--- config.mk ---
export PLATFORM = sky130hd
export DESIGN_NAME = dpram_lsu_flat
export DESIGN_NICKNAME = d
export VERILOG_FILES = /design/src/rtl/dpram_lsu_if.sv /design/src/rtl/dpram_lsu.sv /design/src/flat_wrapper.sv
export SDC_FILE = /design/constraint.sdc
export NUM_CORES = 1
export LEC_CHECK = 0
export ABC_AREA = 1
export CORE_MARGIN = 4
export CORE_UTILIZATION = 43
export CTS_CLUSTER_DIAMETER = 120
export CTS_CLUSTER_SIZE = 14
export DETAILED_ROUTE_END_ITERATION = 12
export PLACE_DENSITY = 0.8
export SLEW_MARGIN = 20
export SYNTH_ARGS = -nofsm -noshare
export SYNTH_HDL_FRONTEND = slang
export SYNTH_SLANG_ARGS = --single-unit
--- constraint.sdc ---
create_clock -name m_clock -period 2 [get_ports m_clock]
set_input_delay 0.4 -clock m_clock [delete_from_list [all_inputs] [get_ports m_clock]]
set_output_delay 0.4 -clock m_clock [all_outputs]
set_load 0.02 [all_outputs]
--- src/rtl/dpram_lsu_if.sv ---
// dpram_lsu_if: request/response handshake and RAM-port bus of the load/store unit.
// Request  : req_valid/req_ready, req_we, req_size, req_signed, req_addr, req_wdata
// Response : rsp_valid/rsp_ready, rsp_rdata, rsp_err
// RAM port : mem_addr, mem_wdata, mem_we (to RAM), mem_rdata (from RAM, combinational)
// slave modport is the unit itself; master is the requester plus RAM side.
interface dpram_lsu_if;
    logic        req_valid;
    logic        req_ready;
    logic        req_we;
    logic [1:0]  req_size;
    logic        req_signed;
    logic [31:0] req_addr;
    logic [31:0] req_wdata;
    logic        rsp_valid;
    logic        rsp_ready;
    logic [31:0] rsp_rdata;
    logic        rsp_err;
    logic [31:0] mem_addr;
    logic [31:0] mem_wdata;
    logic        mem_we;
    logic [31:0] mem_rdata;

    modport slave (
        input  req_valid, req_we, req_size, req_signed, req_addr, req_wdata,
        input  rsp_ready, mem_rdata,
        output req_ready, rsp_valid, rsp_rdata, rsp_err, mem_addr, mem_wdata, mem_we
    );

    modport master (
        output req_valid, req_we, req_size, req_signed, req_addr, req_wdata,
        output rsp_ready, mem_rdata,
        input  req_ready, rsp_valid, rsp_rdata, rsp_err, mem_addr, mem_wdata, mem_we
    );
endinterface

--- src/rtl/dpram_lsu.sv ---
// dpram_lsu: byte/half/word load-store unit in front of one port of a 64 KiB dual-port RAM.
// Ports: m_clock (clock), p_reset (sync active-high reset), bus (dpram_lsu_if.slave:
// request handshake in, response handshake out, RAM address/wdata/we out, RAM rdata in).
// The RAM always writes four bytes, so byte/half stores read the word first (MERGE)
// and write it back with only the addressed low bytes replaced (WRITE). The other RAM
// port is not interlocked between MERGE and WRITE; its bytes in that word may be lost.
module dpram_lsu #(
    parameter logic [31:0] ADDR_LIMIT = 32'h0000FFFC
) (
    input  logic        m_clock,
    input  logic        p_reset,
    dpram_lsu_if.slave  bus
);
    typedef enum logic [2:0] {IDLE, LOAD, MERGE, WRITE, RESP} state_t;

    state_t      state_q;
    logic [1:0]  size_q;
    logic        sgn_q;
    logic        err_q;
    logic [31:0] addr_q;
    logic [31:0] wdata_q;
    logic [31:0] merge_q;
    logic [31:0] rdata_q;
    logic        err_d;
    logic [31:0] rdata_d;
    logic [31:0] merge_d;

    always_comb begin
        err_d   = bus.req_size == 2'b11
               || (bus.req_size == 2'b01 && bus.req_addr[0])
               || (bus.req_size == 2'b10 && bus.req_addr[1:0] != 2'b00)
               || bus.req_addr > ADDR_LIMIT;
        rdata_d = size_q == 2'b00 ? {{24{sgn_q & bus.mem_rdata[7]}}, bus.mem_rdata[7:0]}
                : size_q == 2'b01 ? {{16{sgn_q & bus.mem_rdata[15]}}, bus.mem_rdata[15:0]}
                : bus.mem_rdata;
        merge_d = size_q == 2'b00 ? {bus.mem_rdata[31:8], wdata_q[7:0]}
                : {bus.mem_rdata[31:16], wdata_q[15:0]};
    end

    always_ff @(posedge m_clock) begin
        if (p_reset) begin
            state_q <= IDLE;
            size_q  <= 2'b00;
            sgn_q   <= 1'b0;
            err_q   <= 1'b0;
            addr_q  <= '0;
            wdata_q <= '0;
            merge_q <= '0;
            rdata_q <= '0;
        end else begin
            case (state_q)
                IDLE: if (bus.req_valid) begin
                    size_q  <= bus.req_size;
                    sgn_q   <= bus.req_signed;
                    err_q   <= err_d;
                    addr_q  <= bus.req_addr;
                    wdata_q <= bus.req_wdata;
                    // word stores skip MERGE, so the write image is the request data itself
                    merge_q <= bus.req_wdata;
                    rdata_q <= '0;
                    state_q <= err_d ? RESP : !bus.req_we ? LOAD
                             : bus.req_size == 2'b10 ? WRITE : MERGE;
                end
                LOAD: begin
                    rdata_q <= rdata_d;
                    state_q <= RESP;
                end
                MERGE: begin
                    merge_q <= merge_d;
                    state_q <= WRITE;
                end
                WRITE: state_q <= RESP;
                RESP: if (bus.rsp_ready) state_q <= IDLE;
                default: state_q <= IDLE;
            endcase
        end
    end

    assign bus.req_ready = state_q == IDLE;
    assign bus.rsp_valid = state_q == RESP;
    assign bus.rsp_rdata = rdata_q;
    assign bus.rsp_err   = err_q;
    assign bus.mem_addr  = addr_q;
    assign bus.mem_wdata = state_q == WRITE ? merge_q : '0;
    // reset in WRITE must not let the pending write reach the RAM
    assign bus.mem_we    = state_q == WRITE && !p_reset;
endmodule

--- src/flat_wrapper.sv ---
// flat-port wrapper written by rule: the top's interface ports become plain ports
module dpram_lsu_flat 
#(
    parameter logic [31:0] ADDR_LIMIT = 32'h0000FFFC
)
  (m_clock, p_reset, bus_req_valid, bus_req_we, bus_req_size, bus_req_signed, bus_req_addr, bus_req_wdata, bus_rsp_ready, bus_mem_rdata, bus_req_ready, bus_rsp_valid, bus_rsp_rdata, bus_rsp_err, bus_mem_addr, bus_mem_wdata, bus_mem_we);
  dpram_lsu_if bus_i ();
  input  logic m_clock;
  input  logic p_reset;
  input wire logic [$bits(bus_i.req_valid)-1:0] bus_req_valid;
  input wire logic [$bits(bus_i.req_we)-1:0] bus_req_we;
  input wire logic [$bits(bus_i.req_size)-1:0] bus_req_size;
  input wire logic [$bits(bus_i.req_signed)-1:0] bus_req_signed;
  input wire logic [$bits(bus_i.req_addr)-1:0] bus_req_addr;
  input wire logic [$bits(bus_i.req_wdata)-1:0] bus_req_wdata;
  input wire logic [$bits(bus_i.rsp_ready)-1:0] bus_rsp_ready;
  input wire logic [$bits(bus_i.mem_rdata)-1:0] bus_mem_rdata;
  output wire logic [$bits(bus_i.req_ready)-1:0] bus_req_ready;
  output wire logic [$bits(bus_i.rsp_valid)-1:0] bus_rsp_valid;
  output wire logic [$bits(bus_i.rsp_rdata)-1:0] bus_rsp_rdata;
  output wire logic [$bits(bus_i.rsp_err)-1:0] bus_rsp_err;
  output wire logic [$bits(bus_i.mem_addr)-1:0] bus_mem_addr;
  output wire logic [$bits(bus_i.mem_wdata)-1:0] bus_mem_wdata;
  output wire logic [$bits(bus_i.mem_we)-1:0] bus_mem_we;
  assign bus_i.req_valid = bus_req_valid;
  assign bus_i.req_we = bus_req_we;
  assign bus_i.req_size = bus_req_size;
  assign bus_i.req_signed = bus_req_signed;
  assign bus_i.req_addr = bus_req_addr;
  assign bus_i.req_wdata = bus_req_wdata;
  assign bus_i.rsp_ready = bus_rsp_ready;
  assign bus_i.mem_rdata = bus_mem_rdata;
  assign bus_req_ready = bus_i.req_ready;
  assign bus_rsp_valid = bus_i.rsp_valid;
  assign bus_rsp_rdata = bus_i.rsp_rdata;
  assign bus_rsp_err = bus_i.rsp_err;
  assign bus_mem_addr = bus_i.mem_addr;
  assign bus_mem_wdata = bus_i.mem_wdata;
  assign bus_mem_we = bus_i.mem_we;
  dpram_lsu #(.ADDR_LIMIT(ADDR_LIMIT)) u_core (.m_clock(m_clock), .p_reset(p_reset), .bus(bus_i));
endmodule
==> impl_metrics.py, run 1 <==
metrics = {
    "worst_setup_path": {
        "timing.critical_path.slowest_cell_delay_ns": 0.32,
        "cp_data_arrival_time_ns": 1.56,
        "critical_path.reg2reg.endpoint": "u_core.bus.mem_addr[14]",
        "endpoint_kind": "output pin",
        "critical_path_required_ns": 1.60,
        "r2r_slack_ns": 0.20,
        "worstReg2RegStart": "u_core.state_q[0]",
        "worstPathMaxFanout": 13,
        "slowest_stage": "sky130_fd_sc_hd__dfxtp_1",
        "worst-setup-path-type": "reg -> out",
        "rr_worst_depth": 7,
        "crit_path_start_kind": "flop",
        "crit_chain": "inv_2 > nand3_2 > buf_4 > nor2_1 > clkdlybuf4s15_2",
    },
    "global_routing": {
        "first_global_vias": 5383,
        "grt_first_pass_wirelength_mm": 25.9,
        "gr_ovfl_total": 0,
        "initial_antenna_violation_count": 0,
        "groute.usage.overall": 0.244,
        "grt_max_degree": 50,
    },
    "clock_tree": {
        "cts-htree-levels": 4,
        "clk_path_buf_depth": 2,
        "clock_tree.root_cell": "sky130_fd_sc_hd__clkbuf_16",
        "tritoncts_num_sinks": 119,
        "number_of_buffers_added_by_the_clock_tree_synthesis_step": 17,
        "clk_pin_slew_ns": 0.05,
        "tritoncts": "yes",
        "hold_buffers": 0,
        "clock_latency_at_the_later_pin_of_the_worst_skew_pair_ns": 0.41,
    },
    "flow_run": {
        "number_of_violations_of_the_max_capacitance_limit": 0,
    },
    "die": {
        "die_x_um": 115,
        "chipHeight_um": 115,
        "floorplan.rows": 38,
        "die_area_mm2": 0.0132,
        "start_util": 0.446,
        "design.core.area_mm2": 0.0110,
        "io_pins": 204,
    },
    "finish": {
        "final_nets": 1000,
        "syn2layout_area_growth_pct": 54.7,
        "finalNonFillerCells": 1047,
        "postLayoutCoreUtil": 0.690,
        "num_antenna_cells": 0,
        "final_layout_size_suffix_gt1_frac": 0.0937,
    },
    "timing": {
        "clock-skew-final_ns": 0.00721,
        "timing.slew.headroom": 0.539,
        "slew_violations": 0,
        "hold_viol": 0,
        "grt_setup_unrepaired": "true",
        "fin_crit_ns": 1.96,
        "final-setup-viol-count": 0,
        "fin_hold_ws_ns": 0.457,
        "fin_tns_setup_ns": 0,
        "timing.fmax_mhz": 509,
        "finalCritPeriodShare": 0.982,
        "worst-slew-pin-transition_ns": 0.690,
    },
    "power_and_ir_drop": {
        "report.power.total_uw": 6460,
        "leakagePower_uw": 0.00322,
        "irDropWorstVdd_mv": 0.447,
        "total_power_divided_by_cell_area_mw_per_mm2": 849,
    },
    "hold_path": {
        "timing.hold.worst_endpoint": "u_core.wdata_q[11]",
        "min-delay-start": "u_core.wdata_q[11]",
        "worstHoldPathCells": 2,
        "hold_class": "reg -> reg",
    },
    "synthesis": {
        "synth_seq_cells": 119,
        "ys.warnings.count": 0,
        "synth_fp_nets": 801,
        "synth.cell_area_mm2": 0.00492,
        "avgSynthCellArea_um2": 7.06,
        "ys_seq_area_frac": 0.484,
        "ys_types": 26,
        "post_synth_inst_count": 697,
    },
    "routing": {
        "detail_route.iter0.violations": 407,
        "route.detailed.wl_per_inst_um": 15.5,
        "totalWireLength_mm": 16.2,
        "drt_drc_violations_left": 0,
        "vias_per_cell": 5.09,
        "num_vias": 5325,
        "firstDrtPassIters": 5,
        "antenna_violating_nets_left": 0,
    },
    "placed_design": {
        "io_buffers": 203,
        "gp_routability_congestion": 0.847,
        "place.detailed.instances": 1017,
        "dp_hpwl_mm": 11.6,
    },
    "outcome": {
        "status": "completed",
    },
}
[cell type report]
class | count | area, µm²
Clock buffer | 20 | 447
Clock inverter | 10 | 130
Fill cell | 896 | 3420
Inverter | 83 | 312
Multi-Input combinational cell | 455 | 2070
Sequential cell | 119 | 2380
Tap cell | 140 | 175
Timing Repair Buffer | 220 | 2090
[layer usage]
| layer | global-route usage | wire length [µm] | part of all wire |
|---|---|---|---|
| met1 | 0.290 | 6450 | 0.40 |
| met2 | 0.411 | 7820 | 0.48 |
| met3 | 0.0742 | 1430 | 0.088 |
| met4 | 0.100 | 523 | 0.032 |
| met5 | 0 | 0 | 0 |
[state kept, by name, indices dropped and copies added (netlist names)]
| name | cells |
|---|---|
| u_core.bus.rsp_rdata | 32 |
| u_core.merge_q | 32 |
| u_core.size_q | 2 |
| u_core.sgn_q | 1 |
| u_core.state_q | 3 |
| u_core.wdata_q | 16 |
| u_core.bus.mem_addr | 32 |
| u_core.bus.rsp_err | 1 |
[worst max-delay path: cells and delay by family (launching register included)]
kind                   cells  cell delay [ns]
buffers and inverters      3             0.59
flip-flops                 1             0.32
AND/OR/NAND/NOR            2             0.25
[metrics by stage]
stage                     setup WS [ns]  area, µm²
after detailed placement         -0.317       7120
after CTS                       0.00320       7690
after floorplan                   0.423       4920
after global placement           -0.162       7120
final                            0.0369       7610
after global routing            -0.0154       7610
[synthesized netlist by cell type]
cell	n	area, µm²
sky130_fd_sc_hd__o221ai_1	8	70.1
sky130_fd_sc_hd__buf_6	1	11.3
sky130_fd_sc_hd__nand4_1	2	12.5
sky130_fd_sc_hd__nor2_2	2	12.5
sky130_fd_sc_hd__nand3_1	13	65.1
sky130_fd_sc_hd__nor2_4	1	11.3
sky130_fd_sc_hd__inv_1	79	297
sky130_fd_sc_hd__clkbuf_1	23	86.3
sky130_fd_sc_hd__buf_2	12	60.1
sky130_fd_sc_hd__dfxtp_1	119	2380
sky130_fd_sc_hd__and2_1	1	6.26
sky130_fd_sc_hd__a22oi_1	13	97.6
sky130_fd_sc_hd__o21bai_1	1	7.51
sky130_fd_sc_hd__nor3_1	1	5.00
sky130_fd_sc_hd__nor2_8	1	20.0
sky130_fd_sc_hd__nand2_2	1	6.26
sky130_fd_sc_hd__buf_1	4	15.0
sky130_fd_sc_hd__nand2_1	148	556
sky130_fd_sc_hd__a21oi_1	54	270
sky130_fd_sc_hd__o21ai_1	14	70.1
sky130_fd_sc_hd__or2_2	1	6.26
sky130_fd_sc_hd__o21ai_0	70	350
sky130_fd_sc_hd__inv_2	4	15.0
sky130_fd_sc_hd__nor2_1	122	458
sky130_fd_sc_hd__o22ai_4	1	20.0
sky130_fd_sc_hd__a211oi_1	1	7.51
[where the power goes]
group	total (µW)	internal [µW]	switching (µW)
Combinational	909	421	488
Clock	2990	1960	1020
Sequential	2560	2500	57.7
[cells in the final DEF, fill, tap and decap left out, drive strengths merged, types with 2 or more instances in the layout]
| master | count |
|---|---|
| o221ai | 8 |
| inv | 83 |
| nand3 | 13 |
| buf | 21 |
| o21ai | 84 |
| a21oi | 54 |
| nand2 | 149 |
| dlygate4sd2 | 4 |
| clkinvlp | 2 |
| clkdlybuf4s50 | 167 |
| clkbuf | 37 |
| nand4 | 2 |
| nor2 | 126 |
| clkdlybuf4s15 | 11 |
| clkinv | 5 |
| bufinv | 3 |
| dfxtp | 119 |
| a22oi | 13 |
[what timing repair did]
item                                    4_1_cts  5_1_grt
buffers inserted                              0        0
endpoints found under the setup margin       37       31
pin swaps                                     0        0
resized for setup                            59       37
[worst max-delay path by stage]
stage | slack (ns) | end | start | cells past startpoint
2_1_floorplan | 0.42 | bus_mem_wdata[10] | u_core.state_q[1] | 3
5_1_grt | -0.02 | bus_mem_wdata[11] | u_core.state_q[1] | 4
4_1_cts | 0.003 | bus_mem_wdata[16] | u_core.state_q[2] | 5
3_3_place_gp | -0.16 | u_core.bus.rsp_rdata[21] | bus_req_valid | 6
6_report | 0.04 | bus_mem_wdata[9] | u_core.state_q[2] | 5
3_5_place_dp | -0.32 | u_core.bus.rsp_rdata[24] | bus_req_valid | 6
[kinds of logic (layout without fill, tap and decap cells)]
| kind of cell | Yosys count | count (layout) | synth area share |
|---|---|---|---|
| AND/OR/NAND/NOR | 293 | 293 | 0.236 |
| flip-flops | 119 | 119 | 0.484 |
| buffers and inverters | 123 | 333 | 0.0984 |
| AO/OA/AOI/OAI | 162 | 162 | 0.182 |
No activity file was read; power rests on OpenSTA's default activity.
==> inputs of run 2 (changes only) <==
CTS_CLUSTER_SIZE = 28   (was 14)
PLACE_DENSITY = unset   (was 0.8)
PLACE_DENSITY_LB_ADDON = 0.1   (was unset)
==> impl_metrics.py, run 2 (synthesis results as in run 1) <==
metrics = {
    "worst_setup_path": {
        "rr_worst_depth": 8,
        "critical_path.reg2reg.endpoint": "u_core.wdata_q[10]",
        "worstPathMaxFanout": 16,
        "cp_data_arrival_time_ns": 1.55,
        "critical_path_required_ns": 1.60,
        "crit_path_start_kind": "flop",
        "worst-setup-path-type": "reg -> out",
        "r2r_slack_ns": 0.21,
        "endpoint_kind": "output pin",
        "worstReg2RegStart": "u_core.state_q[0]",
    },
    "timing": {
        "fin_crit_ns": 1.95,
        "timing.fmax_mhz": 512,
        "timing.slew.headroom": 0.514,
        "clock-skew-final_ns": 0.0129,
        "grt_setup_unrepaired": "false",
        "worst-slew-pin-transition_ns": 0.728,
        "slew_violations": 0,
        "final-setup-viol-count": 0,
        "fin_hold_ws_ns": 0.461,
        "hold_viol": 0,
        "fin_tns_setup_ns": 0,
        "finalCritPeriodShare": 0.976,
    },
    "global_routing": {
        "first_global_vias": 5360,
        "groute.usage.overall": 0.240,
        "grt_first_pass_wirelength_mm": 25.5,
        "initial_antenna_violation_count": 0,
        "grt_max_degree": 50,
        "gr_ovfl_total": 0,
    },
    "power_and_ir_drop": {
        "irDropWorstVdd_mv": 0.567,
        "total_power_divided_by_cell_area_mw_per_mm2": 894,
        "leakagePower_uw": 0.00328,
        "share_of_power_burned_in_the_clock_network": 0.502,
        "total_switching_power_uw": 1640,
        "seq_power_share": 0.368,
        "share_comb_of_total_power": 0.130,
        "p_int_uw": 5320,
        "netSwitchingFraction": 0.235,
    },
    "flow_run": {
        "number_of_violations_of_the_max_capacitance_limit": 0,
    },
    "clock_tree": {
        "postCtsSetupRepairBufs": 0,
        "number_of_buffers_added_by_the_clock_tree_synthesis_step": 17,
        "clock_tree.root_cell": "sky130_fd_sc_hd__clkbuf_16",
        "clk_path_buf_depth": 2,
        "tritoncts_num_sinks": 119,
        "clock_latency_at_the_later_pin_of_the_worst_skew_pair_ns": 0.40,
        "cts-htree-levels": 4,
        "tritoncts": "yes",
        "clk_pin_slew_ns": 0.05,
    },
    "finish": {
        "mostFrequentLayoutCells": "sky130_fd_sc_hd__clkdlybuf4s50_1, sky130_fd_sc_hd__nand2_1, sky130_fd_sc_hd__nor2_1",
        "final_layout_size_suffix_gt1_frac": 0.109,
        "final_nets": 1006,
        "layout.cells.most_common": "sky130_fd_sc_hd__clkdlybuf4s50_1",
        "syn2layout_area_growth_pct": 58.2,
        "num_antenna_cells": 0,
    },
    "routing": {
        "totalWireLength_mm": 16.1,
        "num_vias": 5251,
        "drt_drc_violations_left": 0,
        "antenna_violating_nets_left": 0,
        "route.detailed.wl_per_inst_um": 15.3,
        "detail_route.iter0.violations": 345,
        "firstDrtPassIters": 5,
        "vias_per_cell": 4.98,
    },
    "die": {
        "start_util": 0.446,
        "chipHeight_um": 115,
        "floorplan.rows": 38,
        "io_pins": 204,
        "die_x_um": 115,
        "design.core.area_mm2": 0.0110,
        "die_area_mm2": 0.0132,
    },
    "hold_path": {
        "min-delay-start": "u_core.wdata_q[15]",
        "worstHoldPathCells": 2,
        "timing.hold.worst_endpoint": "u_core.wdata_q[15]",
        "hold_class": "reg -> reg",
    },
    "outcome": {
        "status": "completed",
    },
    "placed_design": {
        "dp_hpwl_mm": 11.4,
        "io_buffers": 203,
        "gp_routability_congestion": 0.843,
    },
}
## run 2: cell count changes in the layout (fill, tap and decap cells not counted), moves of 2 or more
cell,before,now
sky130_fd_sc_hd__buf_12,3,1
sky130_fd_sc_hd__buf_2,4,2
sky130_fd_sc_hd__buf_4,14,21
sky130_fd_sc_hd__bufinv_16,3,6
sky130_fd_sc_hd__clkbuf_1,2,0
sky130_fd_sc_hd__clkdlybuf4s15_1,7,2
sky130_fd_sc_hd__clkdlybuf4s15_2,4,13
sky130_fd_sc_hd__clkinv_2,5,2
## run 2: final cells by class
| type | instances | area, µm² |
|---|---|---|
| multi-input combinational | 455 | 2080 |
| sequential | 119 | 2380 |
| inverter | 83 | 312 |
| clock buffer | 19 | 453 |
| fill | 938 | 3250 |
| timing repair buffer | 226 | 2160 |
| tap | 140 | 175 |
| clock inverter | 12 | 223 |
## run 2: routing by layer
layer	routed length, µm	part of all wire	vias to the layer above	global-route usage
met2	7810	0.48	203	0.417
met5	0	0	-	0
met3	1250	0.078	27	0.0647
met1	6690	0.42	2407	0.281
met4	354	0.022	0	0.0931
li1	-	-	2614	-
## run 2: worst max path at each step
| stage | start | endpoint | slack (ns) |
|---|---|---|---|
| after detailed placement | bus_req_valid | u_core.wdata_q[10] | -0.11 |
| after CTS | u_core.state_q[0] | bus_mem_wdata[24] | 0.0003 |
| after global routing | u_core.state_q[0] | bus_mem_wdata[1] | 0.002 |
| after floorplan | u_core.state_q[1] | bus_mem_wdata[10] | 0.42 |
| after global placement | bus_req_valid | u_core.bus.rsp_rdata[24] | -0.26 |
| final | u_core.state_q[0] | bus_mem_wdata[4] | 0.05 |
## run 2: power groups by stage
stage | combinational (µW) | sequential [µW] | clock, µW
2_1_floorplan | 355 | 2670 | 0
3_3_place_gp | 883 | 2600 | 0
3_5_place_dp | 900 | 2610 | 0
4_1_cts | 907 | 2560 | 3520
5_1_grt | 990 | 2570 | 3640
6_report | 903 | 2560 | 3490
## run 2: per-stage QoR
step,total power [µW],instances,setup slack [ns],instance area [µm²],utilization
2_1_floorplan,3030,697,0.423,4920,-
3_3_place_gp,3480,1022,-0.259,7130,0.647
3_5_place_dp,3510,1022,-0.110,7140,0.647
4_1_cts,6990,1053,0.000349,7820,0.708
5_1_grt,7200,1054,0.00237,7780,0.705
6_report,6960,1054,0.0475,7780,0.705
## run 2: repair_timing
action | 4_1_cts | 5_1_grt
hold buffers | 0 | 0
endpoints found under the hold margin | 0 | 0
cloned | 0 | 1
gates resized for setup | 71 | 30
setup endpoints to repair | 35 | 31
## run 2: critical path, cell delays in order (launching register included)
cell and delay (ns):
sky130_fd_sc_hd__dfxtp_1 0.42, sky130_fd_sc_hd__nand3_4 0.14, sky130_fd_sc_hd__buf_12 0.18, sky130_fd_sc_hd__nor2_1 0.10, sky130_fd_sc_hd__clkdlybuf4s15_1 0.31
==> inputs of run 3 (changes only) <==
CAP_MARGIN = 20   (was unset)
==> results of run 3 <==
Final layout, timing and power as in run 2 (identical DEF).
